[src/rtl/ts_out_stub_z_window_seq_if.sv]
// Bus bundle for the outer-layer stub z-window sequencer: buffer load, scan control,
// compare-stage handoff and hit reporting. TS_Z_SCAN_HIT_CNT_EN adds hit_cnt.
interface ts_out_stub_z_window_seq_if #(
  parameter int unsigned Z_BITS   = 12,
  parameter int unsigned IDX_BITS = 4
);
  logic                       clr;
  logic                       wr_en;
  logic signed [Z_BITS-1:0]   wr_dat;
  logic                       full;
  logic                       ovf;
  logic [IDX_BITS:0]          count;
  logic                       start;
  logic signed [Z_BITS-1:0]   lim_high;
  logic signed [Z_BITS-1:0]   lim_low;
  logic                       busy;
  logic                       cmp_valid;
  logic signed [Z_BITS-1:0]   cmp_stub;
  logic signed [Z_BITS-1:0]   cmp_lim_high;
  logic signed [Z_BITS-1:0]   cmp_lim_low;
  logic                       cmp_match;
  logic                       hit_valid;
  logic [IDX_BITS-1:0]        hit_idx;
  logic                       done;
`ifdef TS_Z_SCAN_HIT_CNT_EN
  logic [IDX_BITS:0]          hit_cnt;
`endif

  modport slave (
    input  clr, wr_en, wr_dat, start, lim_high, lim_low, cmp_match,
    output full, ovf, count, busy, cmp_valid, cmp_stub, cmp_lim_high, cmp_lim_low,
           hit_valid, hit_idx, done
`ifdef TS_Z_SCAN_HIT_CNT_EN
    , output hit_cnt
`endif
  );

  modport master (
    output clr, wr_en, wr_dat, start, lim_high, lim_low, cmp_match,
    input  full, ovf, count, busy, cmp_valid, cmp_stub, cmp_lim_high, cmp_lim_low,
           hit_valid, hit_idx, done
`ifdef TS_Z_SCAN_HIT_CNT_EN
    , input hit_cnt
`endif
  );
endinterface

[src/rtl/ts_out_stub_z_window_seq.sv]
// Buffers one event's outer-layer stub z values, streams them to the z-compare stage per
// inner-stub window and realigns the returned match bits to buffer indices.
// Optional hit counter output enabled by TS_Z_SCAN_HIT_CNT_EN.
module ts_out_stub_z_window_seq #(
  parameter int unsigned Z_BITS   = 12,
  parameter int unsigned DEPTH    = 16,
  parameter int unsigned IDX_BITS = 4
) (
  input logic                        clk,
  input logic                        reset,
  ts_out_stub_z_window_seq_if.slave  bus
);
  localparam int unsigned CNT_W = IDX_BITS + 1;

  typedef enum logic [1:0] {IDLE, SCAN, DRAIN} state_t;

  state_t                    state, state_nx;
  logic signed [Z_BITS-1:0]  mem [DEPTH];
  logic [CNT_W-1:0]          count;
  logic                      full, ovf;
  logic                      busy, busy_nx;
  logic [IDX_BITS-1:0]       scan_idx, scan_idx_nx;
  logic                      drain_wait, drain_wait_nx;
  logic                      cmp_valid, cmp_valid_nx;
  logic signed [Z_BITS-1:0]  cmp_stub, cmp_stub_nx;
  logic [IDX_BITS-1:0]       cmp_idx, cmp_idx_nx;
  logic signed [Z_BITS-1:0]  cmp_lim_high, cmp_lim_low;
  logic                      done, done_nx;
  logic                      lim_ld;
  logic                      vld_d1;
  logic [IDX_BITS-1:0]       idx_d1;
  logic                      hit_valid, hit_nx;
  logic [IDX_BITS-1:0]       hit_idx;
  logic                      clr_ok, wr_ok, wr_bad;

  // A clear only takes effect when idle and always beats a same-cycle write
  assign clr_ok = bus.clr && !busy;
  assign wr_ok  = bus.wr_en && !full && !busy && !clr_ok;
  assign wr_bad = bus.wr_en && (full || busy) && !clr_ok;

  always_ff @(posedge clk) begin
    if (wr_ok) mem[count[IDX_BITS-1:0]] <= bus.wr_dat;
  end

  always_ff @(posedge clk) begin
    if (reset) begin
      count <= '0;
      full  <= 1'b0;
      ovf   <= 1'b0;
    end else if (clr_ok) begin
      count <= '0;
      full  <= 1'b0;
      ovf   <= 1'b0;
    end else begin
      if (wr_ok) begin
        count <= count + CNT_W'(1);
        full  <= (count == CNT_W'(DEPTH - 1));
      end
      if (wr_bad) ovf <= 1'b1;
    end
  end

  // Scan sequencing: one stub per cycle, then a two-cycle drain ending in done
  always_comb begin
    state_nx      = state;
    busy_nx       = busy;
    scan_idx_nx   = scan_idx;
    drain_wait_nx = drain_wait;
    cmp_valid_nx  = 1'b0;
    cmp_stub_nx   = cmp_stub;
    cmp_idx_nx    = cmp_idx;
    done_nx       = 1'b0;
    lim_ld        = 1'b0;
    case (state)
      IDLE: begin
        if (bus.start) begin
          lim_ld      = 1'b1;
          busy_nx     = 1'b1;
          scan_idx_nx = '0;
          if (count == CNT_W'(0)) begin
            state_nx      = DRAIN;
            drain_wait_nx = 1'b1;
          end else begin
            state_nx = SCAN;
          end
        end
      end
      SCAN: begin
        cmp_valid_nx = 1'b1;
        cmp_stub_nx  = mem[scan_idx];
        cmp_idx_nx   = scan_idx;
        scan_idx_nx  = scan_idx + IDX_BITS'(1);
        if (CNT_W'(scan_idx) == count - CNT_W'(1)) begin
          state_nx      = DRAIN;
          drain_wait_nx = 1'b1;
        end
      end
      DRAIN: begin
        if (drain_wait) begin
          drain_wait_nx = 1'b0;
        end else begin
          done_nx  = 1'b1;
          busy_nx  = 1'b0;
          state_nx = IDLE;
        end
      end
      default: state_nx = IDLE;
    endcase
  end

  always_ff @(posedge clk) begin
    if (reset) begin
      state        <= IDLE;
      busy         <= 1'b0;
      scan_idx     <= '0;
      drain_wait   <= 1'b0;
      cmp_valid    <= 1'b0;
      cmp_stub     <= '0;
      cmp_idx      <= '0;
      done         <= 1'b0;
      cmp_lim_high <= '0;
      cmp_lim_low  <= '0;
    end else begin
      state      <= state_nx;
      busy       <= busy_nx;
      scan_idx   <= scan_idx_nx;
      drain_wait <= drain_wait_nx;
      cmp_valid  <= cmp_valid_nx;
      cmp_stub   <= cmp_stub_nx;
      cmp_idx    <= cmp_idx_nx;
      done       <= done_nx;
      if (lim_ld) begin
        cmp_lim_high <= bus.lim_high;
        cmp_lim_low  <= bus.lim_low;
      end
    end
  end

  // Compare stage answers one cycle after cmp_valid; delay the index to meet it
  assign hit_nx = vld_d1 && bus.cmp_match;

  always_ff @(posedge clk) begin
    if (reset) begin
      vld_d1    <= 1'b0;
      idx_d1    <= '0;
      hit_valid <= 1'b0;
      hit_idx   <= '0;
    end else begin
      vld_d1    <= cmp_valid;
      idx_d1    <= cmp_idx;
      hit_valid <= hit_nx;
      if (hit_nx) hit_idx <= idx_d1;
    end
  end

`ifdef TS_Z_SCAN_HIT_CNT_EN
  logic [CNT_W-1:0] hit_cnt;

  // Counts alongside hit_valid so the final value is present with done
  always_ff @(posedge clk) begin
    if (reset) begin
      hit_cnt <= '0;
    end else if (lim_ld) begin
      hit_cnt <= '0;
    end else if (hit_nx && hit_cnt != CNT_W'(DEPTH)) begin
      hit_cnt <= hit_cnt + CNT_W'(1);
    end
  end

  assign bus.hit_cnt = hit_cnt;
`endif

  assign bus.full         = full;
  assign bus.ovf          = ovf;
  assign bus.count        = count;
  assign bus.busy         = busy;
  assign bus.cmp_valid    = cmp_valid;
  assign bus.cmp_stub     = cmp_stub;
  assign bus.cmp_lim_high = cmp_lim_high;
  assign bus.cmp_lim_low  = cmp_lim_low;
  assign bus.hit_valid    = hit_valid;
  assign bus.hit_idx      = hit_idx;
  assign bus.done         = done;
endmodule

[src/flat_wrapper.sv]
// flat-port wrapper written by rule: the top's interface ports become plain ports
module ts_out_stub_z_window_seq_flat 
#(
  parameter int unsigned Z_BITS   = 12,
  parameter int unsigned DEPTH    = 16,
  parameter int unsigned IDX_BITS = 4
)
  (clk, reset, bus_clr, bus_wr_en, bus_wr_dat, bus_start, bus_lim_high, bus_lim_low, bus_cmp_match, bus_full, bus_ovf, bus_count, bus_busy, bus_cmp_valid, bus_cmp_stub, bus_cmp_lim_high, bus_cmp_lim_low, bus_hit_valid, bus_hit_idx, bus_done);
  ts_out_stub_z_window_seq_if #(.Z_BITS(Z_BITS), .IDX_BITS(IDX_BITS)) bus_i ();
  input logic clk;
  input logic reset;
  input wire logic [$bits(bus_i.clr)-1:0] bus_clr;
  input wire logic [$bits(bus_i.wr_en)-1:0] bus_wr_en;
  input wire logic [$bits(bus_i.wr_dat)-1:0] bus_wr_dat;
  input wire logic [$bits(bus_i.start)-1:0] bus_start;
  input wire logic [$bits(bus_i.lim_high)-1:0] bus_lim_high;
  input wire logic [$bits(bus_i.lim_low)-1:0] bus_lim_low;
  input wire logic [$bits(bus_i.cmp_match)-1:0] bus_cmp_match;
  output wire logic [$bits(bus_i.full)-1:0] bus_full;
  output wire logic [$bits(bus_i.ovf)-1:0] bus_ovf;
  output wire logic [$bits(bus_i.count)-1:0] bus_count;
  output wire logic [$bits(bus_i.busy)-1:0] bus_busy;
  output wire logic [$bits(bus_i.cmp_valid)-1:0] bus_cmp_valid;
  output wire logic [$bits(bus_i.cmp_stub)-1:0] bus_cmp_stub;
  output wire logic [$bits(bus_i.cmp_lim_high)-1:0] bus_cmp_lim_high;
  output wire logic [$bits(bus_i.cmp_lim_low)-1:0] bus_cmp_lim_low;
  output wire logic [$bits(bus_i.hit_valid)-1:0] bus_hit_valid;
  output wire logic [$bits(bus_i.hit_idx)-1:0] bus_hit_idx;
  output wire logic [$bits(bus_i.done)-1:0] bus_done;
  assign bus_i.clr = bus_clr;
  assign bus_i.wr_en = bus_wr_en;
  assign bus_i.wr_dat = bus_wr_dat;
  assign bus_i.start = bus_start;
  assign bus_i.lim_high = bus_lim_high;
  assign bus_i.lim_low = bus_lim_low;
  assign bus_i.cmp_match = bus_cmp_match;
  assign bus_full = bus_i.full;
  assign bus_ovf = bus_i.ovf;
  assign bus_count = bus_i.count;
  assign bus_busy = bus_i.busy;
  assign bus_cmp_valid = bus_i.cmp_valid;
  assign bus_cmp_stub = bus_i.cmp_stub;
  assign bus_cmp_lim_high = bus_i.cmp_lim_high;
  assign bus_cmp_lim_low = bus_i.cmp_lim_low;
  assign bus_hit_valid = bus_i.hit_valid;
  assign bus_hit_idx = bus_i.hit_idx;
  assign bus_done = bus_i.done;
  ts_out_stub_z_window_seq #(.Z_BITS(Z_BITS), .DEPTH(DEPTH), .IDX_BITS(IDX_BITS)) u_core (.clk(clk), .reset(reset), .bus(bus_i));
endmodule
[config.mk]
export PLATFORM = sky130hd
export DESIGN_NAME = ts_out_stub_z_window_seq_flat
export DESIGN_NICKNAME = d
export VERILOG_FILES = /design/src/rtl/ts_out_stub_z_window_seq_if.sv /design/src/rtl/ts_out_stub_z_window_seq.sv /design/src/flat_wrapper.sv
export SDC_FILE = /design/constraint.sdc
export NUM_CORES = 1
export LEC_CHECK = 0
export ABC_AREA = 0
export CORE_ASPECT_RATIO = 1.25
export CORE_MARGIN = 2
export CORE_UTILIZATION = 55
export DETAILED_ROUTE_END_ITERATION = 10
export GPL_TIMING_DRIVEN = 0
export PLACE_DENSITY = 0.82
export SLEW_MARGIN = 20
export SYNTH_ARGS = -nofsm -noshare
export SYNTH_HDL_FRONTEND = slang
export SYNTH_SLANG_ARGS = --single-unit
export TNS_END_PERCENT = 5
[constraint.sdc]
create_clock -name clk -period 3.65 [get_ports clk]
set_clock_uncertainty 0.15 [all_clocks]
set_input_delay 1.095 -clock clk [delete_from_list [all_inputs] [get_ports clk]]
set_output_delay 1.095 -clock clk [all_outputs]
set_load 0.01 [all_outputs]
After elaboration in Yosys (flattened, before gate mapping)
Memories as Yosys holds them, arrays and structs flattened. A register that Yosys moved wholly into a read port is not among the register bits.
Cells that the tools add are included.
W data, S select, Z words.
{"block": "totals", "regBits": 55, "mem_bits_rw": 192, "in_bits": 42, "output_inout_bits": 51, "memories": 1}
{"block": "classes", "add_sub_neg": 3, "n_eq_ne": 8, "muxes": 20, "bitwise": 1, "reduce_logical": 22}
{"memory": "u_core.mem", "depth": 16, "width": 12, "read_ports": 1, "rd_ports_with_merged_regs": 1, "wr": 1, "line_no": "ts_out_stub_z_window_seq.sv:18", "source": "logic signed [Z_BITS-1:0] mem [DEPTH];"}
{"cell": "$mux W1", "count": 11}
{"cell": "$mux W2", "count": 4}
{"cell": "$pmux W4 S2", "count": 1}
{"cell": "$logic_and A1 B1 Y1", "count": 7}
{"cell": "$pmux W2 S3", "count": 1}
{"cell": "$reduce_and A3 Y1", "count": 2}
{"cell": "$add A5 B1 Y5 const B", "count": 1}
{"cell": "$eq A4 B5 Y1", "count": 1}
{"cell": "$eq A5 B4 Y1 const B", "count": 1}
{"cell": "$logic_not A5 Y1", "count": 1}
{"cell": "$sub A5 B1 Y5 const B", "count": 1}
{"cell": "$add A4 B1 Y4 const B", "count": 1}
{"cell": "$mux W4", "count": 1}
{"cell": "$ne A2 B1 Y1 const B", "count": 2}
{"cell": "$ne A2 B2 Y1 const B", "count": 2}
{"cell": "$reduce_and A4 Y1", "count": 1}
{"cell": "$reduce_bool A2 Y1", "count": 2}
{"cell": "$reduce_or A2 Y1", "count": 2}
{"cell": "$logic_not A1 Y1", "count": 3}
{"cell": "$pmux W1 S3", "count": 1}
{"cell": "$reduce_bool A3 Y1", "count": 1}
{"cell": "$eq A2 B1 Y1 const B", "count": 1}
{"cell": "$eq A2 B2 Y1 const B", "count": 1}
{"cell": "$logic_not A2 Y1", "count": 1}
{"cell": "4 further kinds", "count": 4}

Longest topological paths before layout
Gate-level depths: netlist of run 1.
{"block": "depth", "depth_word": 6, "ltp_mapped": 7, "depth_no_buf": 7}

Least setup slack after synthesis of run 1
No wires, ideal clock.
{"block": "synth_path", "path_kind": "input to register", "start": "in bus_clr", "end": "mem u_core.mem[0][0], enable pin", "arrival_ps": 2606, "required_ps": 3104, "path_slack_ps": 498, "cell_stages": 4, "cell_sequence": "nor4b_1 > buf_2 > nand2_1 > nor3_1"}
{"block": "synth_via", "elab_chain_cells": 5}
{"item": "start, declared", "line_no": "flat_wrapper.sv:12", "source": "input wire logic [$bits(bus_i.clr)-1:0] bus_clr;"}
{"item": "$logic_and A1 B1 Y1", "line_no": "ts_out_stub_z_window_seq.sv:37", "source": "assign clr_ok = bus.clr && !busy;"}
{"item": "$logic_not A1 Y1", "line_no": "ts_out_stub_z_window_seq.sv:38", "source": "assign wr_ok = bus.wr_en && !full && !busy && !clr_ok;"}
{"item": "$logic_and A1 B1 Y1", "line_no": "ts_out_stub_z_window_seq.sv:38"}
{"item": "$mux W1", "line_no": "ts_out_stub_z_window_seq.sv:42", "source": "if (wr_ok) mem[count[IDX_BITS-1:0]] <= bus.wr_dat;"}
{"item": "$mux W1 (implied by the code)", "line_no": "ts_out_stub_z_window_seq.sv:42"}
{"item": "end, declared", "line_no": "ts_out_stub_z_window_seq.sv:18"}
Every way passes these cells.

Worst setup path after layout of run 1
{"block": "layout_path", "start": "in bus_wr_en", "end": "mem u_core.mem[0][8], enable pin"}
{"block": "layout_via", "elab_chain_cells": 5}
{"item": "start, declared", "line_no": "flat_wrapper.sv:13", "source": "input wire logic [$bits(bus_i.wr_en)-1:0] bus_wr_en;"}
{"item": "$logic_and A1 B1 Y1 (3 in a row)", "line_no": "ts_out_stub_z_window_seq.sv:38"}
{"item": "$mux W1", "line_no": "ts_out_stub_z_window_seq.sv:42"}
{"item": "$mux W1 (implied by the code)", "line_no": "ts_out_stub_z_window_seq.sv:42"}
Every way passes these cells.

==> results of run 1 <==
## registers in the layout, summed over array words and instances (netlist names)
name,cells
u_core.bus.done,1
u_core.drain_wait,1
u_core.mem,192
u_core.idx_d1,4
u_core.cmp_idx,4
u_core.vld_d1,1
u_core.bus.ovf,1
u_core.bus.cmp_valid,1
u_core.bus.busy,1
u_core.bus.hit_idx,4
u_core.bus.cmp_lim_high,12
u_core.bus.full,1
u_core.state,2
u_core.bus.cmp_lim_low,12
u_core.bus.cmp_stub,12
u_core.scan_idx,4
u_core.bus.hit_valid,1
u_core.bus.count,5
## worst min-delay path, cell delays in order, from the launching register on
cell and delay (ps):
dfxtp_1 300, nand3_1 60, a21oi_1 50
## Yosys cell counts (3+ instances only)
| cell type | count |
|---|---|
| mux2i_1 | 5 |
| xor2_1 | 4 |
| nor2_1 | 37 |
| xnor2_1 | 5 |
| edfxtp_1 | 192 |
| o22a_1 | 4 |
| ha_1 | 6 |
| buf_6 | 4 |
| nand3_1 | 8 |
| dfxtp_1 | 67 |
| a21oi_1 | 58 |
| inv_1 | 7 |
| nor3_1 | 7 |
| nand2b_1 | 5 |
| o21ai_0 | 3 |
| and2_1 | 3 |
| clkbuf_1 | 21 |
| nand2_1 | 65 |
| mux4_2 | 44 |
| nor2b_1 | 10 |
| buf_2 | 9 |
| a22oi_1 | 22 |
## routing by layer
metal / GRT usage / vias to the layer above / wire length, um
met1: 0.267 / 2853 / 7670
met2: 0.410 / 305 / 11300
met4: 0.104 / 0 / 997
met5: 0 / - / 0
li1: - / 2583 / -
met3: 0.0463 / 69 / 1770
## final timing paths
check | from | endpoint | slack, ps | depth (start not counted)
min | u_core.idx_d1[0]$_SDFF_PP0_ | u_core.bus.hit_idx[0]$_SDFFE_PP0P_ | 300 | 2
max | bus_wr_en | u_core.mem[0][8]$_DFFE_PP_ | 400 | 6
min reg2reg | u_core.idx_d1[0]$_SDFF_PP0_ | u_core.bus.hit_idx[0]$_SDFFE_PP0P_ | 300 | 2
max reg2reg | u_core.bus.busy$_SDFFE_PP0P_ | u_core.mem[0][8]$_DFFE_PP_ | 1030 | 5
## metrics by stage
| step | hold WS, ps | setup TNS, ps |
|---|---|---|
| 3_3_place_gp | 283 | -55930 |
| 3_5_place_dp | 296 | -9210 |
| 6_report | 302 | 0 |
| 2_1_floorplan | 279 | 0 |
| 4_1_cts | 305 | 0 |
| 5_1_grt | 315 | 0 |
## power by group
group	internal (W)	leakage, nW	switching (W)
sequential	0.00320	2.27	0.0000250
combinational	0.000172	1.18	0.000192
clock	0.00130	0.359	0.00103
total	0.00467	3.81	0.00125
## kinds of logic after synthesis
| kind of cell | Yosys count |
|---|---|
| flip-flops | 259 |
| XOR/XNOR | 9 |
| buffers and inverters | 45 |
| AND/OR/NAND/NOR | 143 |
| multiplexers | 51 |
| AO/OA/AOI/OAI | 99 |
| adder cells (fa/ha/maj) | 6 |
## layout by cell type, fill, tap and decap left out, drive strengths merged, types with 3 or more instances in the layout
cell type      netlist  final
edfxtp             192    192
buf                 17     21
nand2               65     65
clkdlybuf4s50        0     92
and2                 3      3
nand2b               5      5
xnor2                5      5
nor2b               10     10
clkinvlp             0      3
nor2                37     37
o22a                 4      4
ha                   6      6
mux2i                5      5
mux4                46     46
inv                  7      8
nand3                8      8
nor3                 7      7
a21oi               58     58
a22oi               22     22
clkinv               0      8
clkbuf              21     50
o21ai                3      3
dfxtp               67     67
xor2                 4      4
## cell type report
class | count | share of cell area
Clock inverter | 13 | 0.00866
Clock buffer | 29 | 0.0530
Sequential cell | 259 | 0.600
Timing Repair Buffer | 96 | 0.0815
Multi-Input combinational cell | 308 | 0.214
Inverter | 7 | 0.00222
Buffer | 38 | 0.0172
Tap cell | 224 | 0.0237
==> reports/metrics.cfg, run 1 <==
[logic_synthesis]
synth_cell_types=42
synth_compound_area_frac=0.0617
yosys.area.top_type_share=0.587
ys.warnings.count=0
synth_top_family_by_area=multiplexers
synth-edff-count=192
yosys.area_share.xor_xnor=0.00803
synthSimpleGateAreaFrac=0.0640
synth.area.top_cells=edfxtp_1 (59%), dfxtp_1 (14%), mux4_2 (10%)
synthArstFlopShare=0
yosys_register_bits=259
synth_seq_area_share=0.724
synth_ff_type=edfxtp_1
syn_area_per_cell_um2=16.0
synth_nets=660
synth_area_um2=9820
synthCells=612
synth_top_cell_by_area=edfxtp_1
synth_fa_ha_area_frac=0.00765
synthMuxAreaShare=0.111

[worst_hold_path]
min_path_type=register to register

[route]
drc=0
vias=5810
drtIter0Drc=551
drt_pre_antenna_iters=5
drt-total-wl_mm=21.7
drt-wirelength-per-cell_um=22.3
ant_nets=0
vias_per_cell=5.97

[final_layout]
post-route-util=0.677
final_area_um2=11800
multiInputGateArea_um2=2530
final_nets=781
fin_cells=974
fillers=1118
drive_above_1_share=0.159
area_growth_pct=20.6
antennaDiodeCount=0
regArea_um2=7110

[clock_tree]
cts_buffers=23
clockBufferDepth=3
cts_tree=done
cts-root-buf=clkbuf_16
ctsHtreeMaxLevel=1
clk_pin_slew_worst_paths_ps=60
ctsResizeCount=0
post_cts_buffers=0
cts.sink_count=259
cts_hold_buf=0
clk_latency_ps=520

[job]
cap_violations=0

[global_route]
grt_pass1_vias=6039
grt_max_degree=17
grt-ovfl-total=0
grt_pass1_wl_mm=32.7
antenna_found_initial=0
track_usage=0.232

[die]
die_w_um=124
die_y_um=153
start_util=0.561
fp.dieArea_um2=18900
coreArea_um2=17500
io_pins=93
rows=54

[setup_path]
slowest_stage=nor3_2
worstPathCellList=clkdlybuf4s50_1, nor4b_1, buf_2, nand2_1, nor3_2, buf_6
arrival_ps=3320
critical-path-max-stage-delay_ps=640
cp_top_family=simple AND/OR/NAND/NOR gates
cp-end-kind=register
worst_setup_path_start_kind=primary input
crit_required_ps=3720
crit_type=primary input to register
path_buf_inv=3
worstPathMaxFanout=10

[sta]
period_minus_slack_ps=3250
worst_slack_ps=401
final-max-slew-violation-count=0
fmax_mhz=308
setup_viol=0
relSlewSlack=0.415
hold_viol_final=0
min_period_over_period=0.890
rsz0062_at_grt=false
worst_pin_slew_ps=877

[run_status]
run_status=finished clean

[place]
dpl.hpwl_mm=14.6
dp.cells=932
post_dp_cell_area_um2=11100
place.port_buffers=92
gp_congestion=0.842
post-place-ws_ps=-260

[power_and_ir_drop]
power_w=0.00593
p_leak_nw=3.81
peakVddDrop_mv=0.464
power_density_nw_per_um2=500

Note: power is estimated with default switching activity, not from simulation.
==> inputs of run 2 (changes only) <==
ABC_AREA = 1   (was 0)
CORE_MARGIN = 3   (was 2)
==> reports/metrics.cfg, run 2 <==
[final_layout]
regArea_um2=7110  ; unchanged
multiInputGateArea_um2=2690  ; was 2530 um^2
antennaDiodeCount=0  ; unchanged
final_common_cell=nand2_1  ; was edfxtp_1
drive_above_1_share=0.0867  ; was 0.159
post-route-util=0.672  ; was 0.677
largest_reg_flops=192  ; unchanged
fillers=1313  ; was 1118
area_growth_pct=19.8  ; was 20.6%
final_nets=1102  ; was 781
final_cell_mix=nand2_1 (210), edfxtp_1 (192), nor2_1 (132), o21ai_0 (95), clkdlybuf4s50_1 (92)  ; was edfxtp_1 (192), clkdlybuf4s50_1 (92), dfxtp_1 (67), nand2_1 (65), a21oi_1 (58)

[die]
coreArea_um2=18200  ; was 17500 um^2
fp.dieArea_um2=20200  ; was 18900 um^2
die_w_um=128  ; was 124 um
io_pins=93  ; unchanged
die_y_um=158  ; was 153 um
rows=55  ; was 54
start_util=0.561  ; about the same

[logic_synthesis]
synthArstFlopShare=0  ; unchanged
syn_area_per_cell_um2=10.9  ; was 16.0 um^2
synth_ff_type=edfxtp_1  ; unchanged
ys.warnings.count=0  ; unchanged
synth.most_common_cell=nand2_1  ; was edfxtp_1
synthCells=935  ; was 612
yosys_register_bits=259  ; unchanged
yosys.area.top_type_share=0.566  ; was 0.587
synthTopCellsByCount=nand2_1 (210), edfxtp_1 (192), nor2_1 (148), o21ai_0 (95), dfxtp_1 (67)  ; was edfxtp_1 (192), dfxtp_1 (67), nand2_1 (65), a21oi_1 (58), mux4_2 (44)
synth_nets=983  ; was 660
synth-edff-count=192  ; unchanged
synth_area_um2=10200  ; was 9820 um^2
synth_top_cell_by_area=edfxtp_1  ; unchanged
synth.area.top_cells=edfxtp_1 (57%), dfxtp_1 (13%), nand2_1 (7.7%)  ; was edfxtp_1 (59%), dfxtp_1 (14%), mux4_2 (10%)
synth_cell_types=39  ; was 42
synth_seq_area_share=0.697  ; was 0.724

[power_and_ir_drop]
peakVddDrop_mv=0.356  ; was 0.464 mV
p_leak_nw=4.46  ; was 3.81 nW
power_density_nw_per_um2=535  ; was 500 nW/um^2

[clock_tree]
cts_hold_buf=0  ; unchanged
ctsHtreeMaxLevel=1  ; unchanged
cts.sink_count=259  ; unchanged
clk_latency_ps=530  ; was 520 ps
cts-root-buf=clkbuf_16  ; unchanged
ctsResizeCount=0  ; unchanged
cts_tree=done  ; unchanged
post_cts_buffers=0  ; unchanged
clockBufferDepth=3  ; unchanged
cts_buffers=25  ; was 23
clk_pin_slew_worst_paths_ps=60  ; about the same

[route]
drc=0  ; unchanged
drt-wirelength-per-cell_um=19.8  ; was 22.3 um
drt-total-wl_mm=25.8  ; was 21.7 mm
drt_pre_antenna_iters=5  ; unchanged
vias=7443  ; was 5810
ant_nets=0  ; unchanged
vias_per_cell=5.72  ; was 5.97
drtIter0Drc=782  ; was 551

[sta]
min_period_over_period=0.822  ; was 0.890
period_minus_slack_ps=3000  ; was 3250 ps
worst_pin_slew_ps=873  ; was 877 ps
relSlewSlack=0.417  ; was 0.415
fmax_mhz=333  ; was 308 MHz
hold_viol_final=0  ; unchanged
setup_viol=0  ; unchanged
final-max-slew-violation-count=0  ; unchanged
rsz0062_at_grt=false  ; unchanged
worst_slack_ps=648  ; was 401 ps

[global_route]
grt_pass1_wl_mm=38.7  ; was 32.7 mm
grt-ovfl-total=0  ; unchanged
track_usage=0.251  ; was 0.232
grt_pass1_vias=7217  ; was 6039
antenna_found_initial=0  ; unchanged
grt_max_degree=17  ; unchanged

[setup_path]
worstPathMaxFanout=12  ; was 10
arrival_ps=3000  ; was 3320 ps
crit_type=primary input to register  ; unchanged
worst_setup_path_start_kind=primary input  ; unchanged
worstPathCellList=clkdlybuf4s50_1, nand4_1, inv_1, nand2_1, nor2_2  ; was clkdlybuf4s50_1, nor4b_1, buf_2, nand2_1, nor3_2, buf_6
crit_required_ps=3650  ; was 3720 ps
cp_top_family=simple AND/OR/NAND/NOR gates  ; unchanged
path_buf_inv=2  ; was 3
slowest_stage=nor2_2  ; was nor3_2
cp-end-kind=register  ; unchanged
critical-path-max-stage-delay_ps=710  ; was 640 ps

[run_status]
run_status=finished clean  ; unchanged

[place]
place.port_buffers=92  ; unchanged
dpl.hpwl_mm=16.6  ; was 14.6 mm
post-place-ws_ps=-151  ; was -260 ps
gp_congestion=0.895  ; was 0.842

[worst_hold_path]
min_path_type=register to register  ; unchanged

[job]
cap_violations=0  ; unchanged

## run 2: cell count changes in the layout (fill, tap and decap cells not counted), moves of 10 or more
cell / previous run / this run
mux4_2: 44 / 0
a22oi_1: 22 / 1
o21ai_0: 3 / 95
nand2_1: 65 / 210
a21oi_1: 58 / 42
inv_1: 7 / 41
o22ai_1: 2 / 24
a21boi_0: 0 / 12
nor2b_1: 10 / 0
nor2_1: 25 / 132
clkbuf_1: 24 / 12
buf_2: 9 / 22
## run 2: where the power goes
part | total [W] | leakage, nW | internal (W) | switching (W)
Combinational | 0.000764 | 1.81 | 0.000306 | 0.000459
Clock | 0.00245 | 0.376 | 0.00137 | 0.00108
Sequential | 0.00331 | 2.28 | 0.00326 | 0.0000497
Total | 0.00653 | 4.46 | 0.00494 | 0.00158
## run 2: final timing paths
check	startpoint	end	slack [ps]	cells past startpoint
min reg2reg	u_core.cmp_idx[2]$_SDFFE_PP0P_	u_core.idx_d1[2]$_SDFF_PP0_	270	2
min	u_core.cmp_idx[2]$_SDFFE_PP0P_	u_core.idx_d1[2]$_SDFF_PP0_	270	2
max	bus_wr_en	u_core.mem[2][4]$_DFFE_PP_	650	5
max reg2reg	u_core.bus.busy$_SDFFE_PP0P_	u_core.mem[2][4]$_DFFE_PP_	1210	6
## run 2: cell families (layout without fill, tap and decap cells)
kind of cell,after synthesis,count (layout),share of synthesized area
compound gates,197,197,0.108
xor+xnor,1,1,0.000859
fa+ha+maj,6,6,0.00736
buf+inv,92,230,0.0427
flops,259,259,0.697
mux,1,1,0.000982
simple gates,379,379,0.143
## run 2: worst reg2reg max path, stage by stage (launching register included)
cell and delay (ps):
dfxtp_1 380, inv_1 70, nand2_1 70, nand4_1 220, inv_1 270, nand2_1 200, nor2_2 710
## run 2: metal layers
| metal | up-vias | global-route usage | wire, um |
|---|---|---|---|
| met5 | - | 0 | 0 |
| met4 | 0 | 0.120 | 1060 |
| met3 | 73 | 0.0456 | 2340 |
| met2 | 416 | 0.425 | 12900 |
| met1 | 3497 | 0.314 | 9520 |
| li1 | 3457 | - | - |
## run 2: layout make-up
cell class                 count  share of cell area
multi-input combinational    584               0.220
clock buffer                  31              0.0548
sequential                   259               0.582
clock inverter                15             0.00850
buffer                        45              0.0208
inverter                      47              0.0149
timing repair buffer          92              0.0754
tap                          228              0.0234
## run 2: stage by stage
stage | setup TNS, ps | hold slack, ps | cells | instance area, um^2 | power (W)
2_1_floorplan | 0 | 250 | 935 | 10200 | 0.00377
3_3_place_gp | -8270 | 257 | 1255 | 11400 | 0.00411
3_5_place_dp | -4670 | 258 | 1255 | 11400 | 0.00413
4_1_cts | 0 | 270 | 1301 | 12200 | 0.00653
5_1_grt | 0 | 294 | 1301 | 12200 | 0.00674
6_report | 0 | 272 | 1301 | 12200 | 0.00653
==> inputs of run 3 (changes only) <==
clock period = 3.1 ns   (was 3.65 ns; I/O delays follow)
==> results of run 3 <==
The final DEF is identical to that of run 2. Status: finished clean.
Main changes from that run: setup slack after placement -151 ps -> -536 ps; setup slack after layout 648 ps -> 263 ps; register-to-register setup slack 1210 ps -> 660 ps; total power 0.00653 W -> 0.00769 W; worst IR drop on VDD 0.356 mV -> 0.419 mV
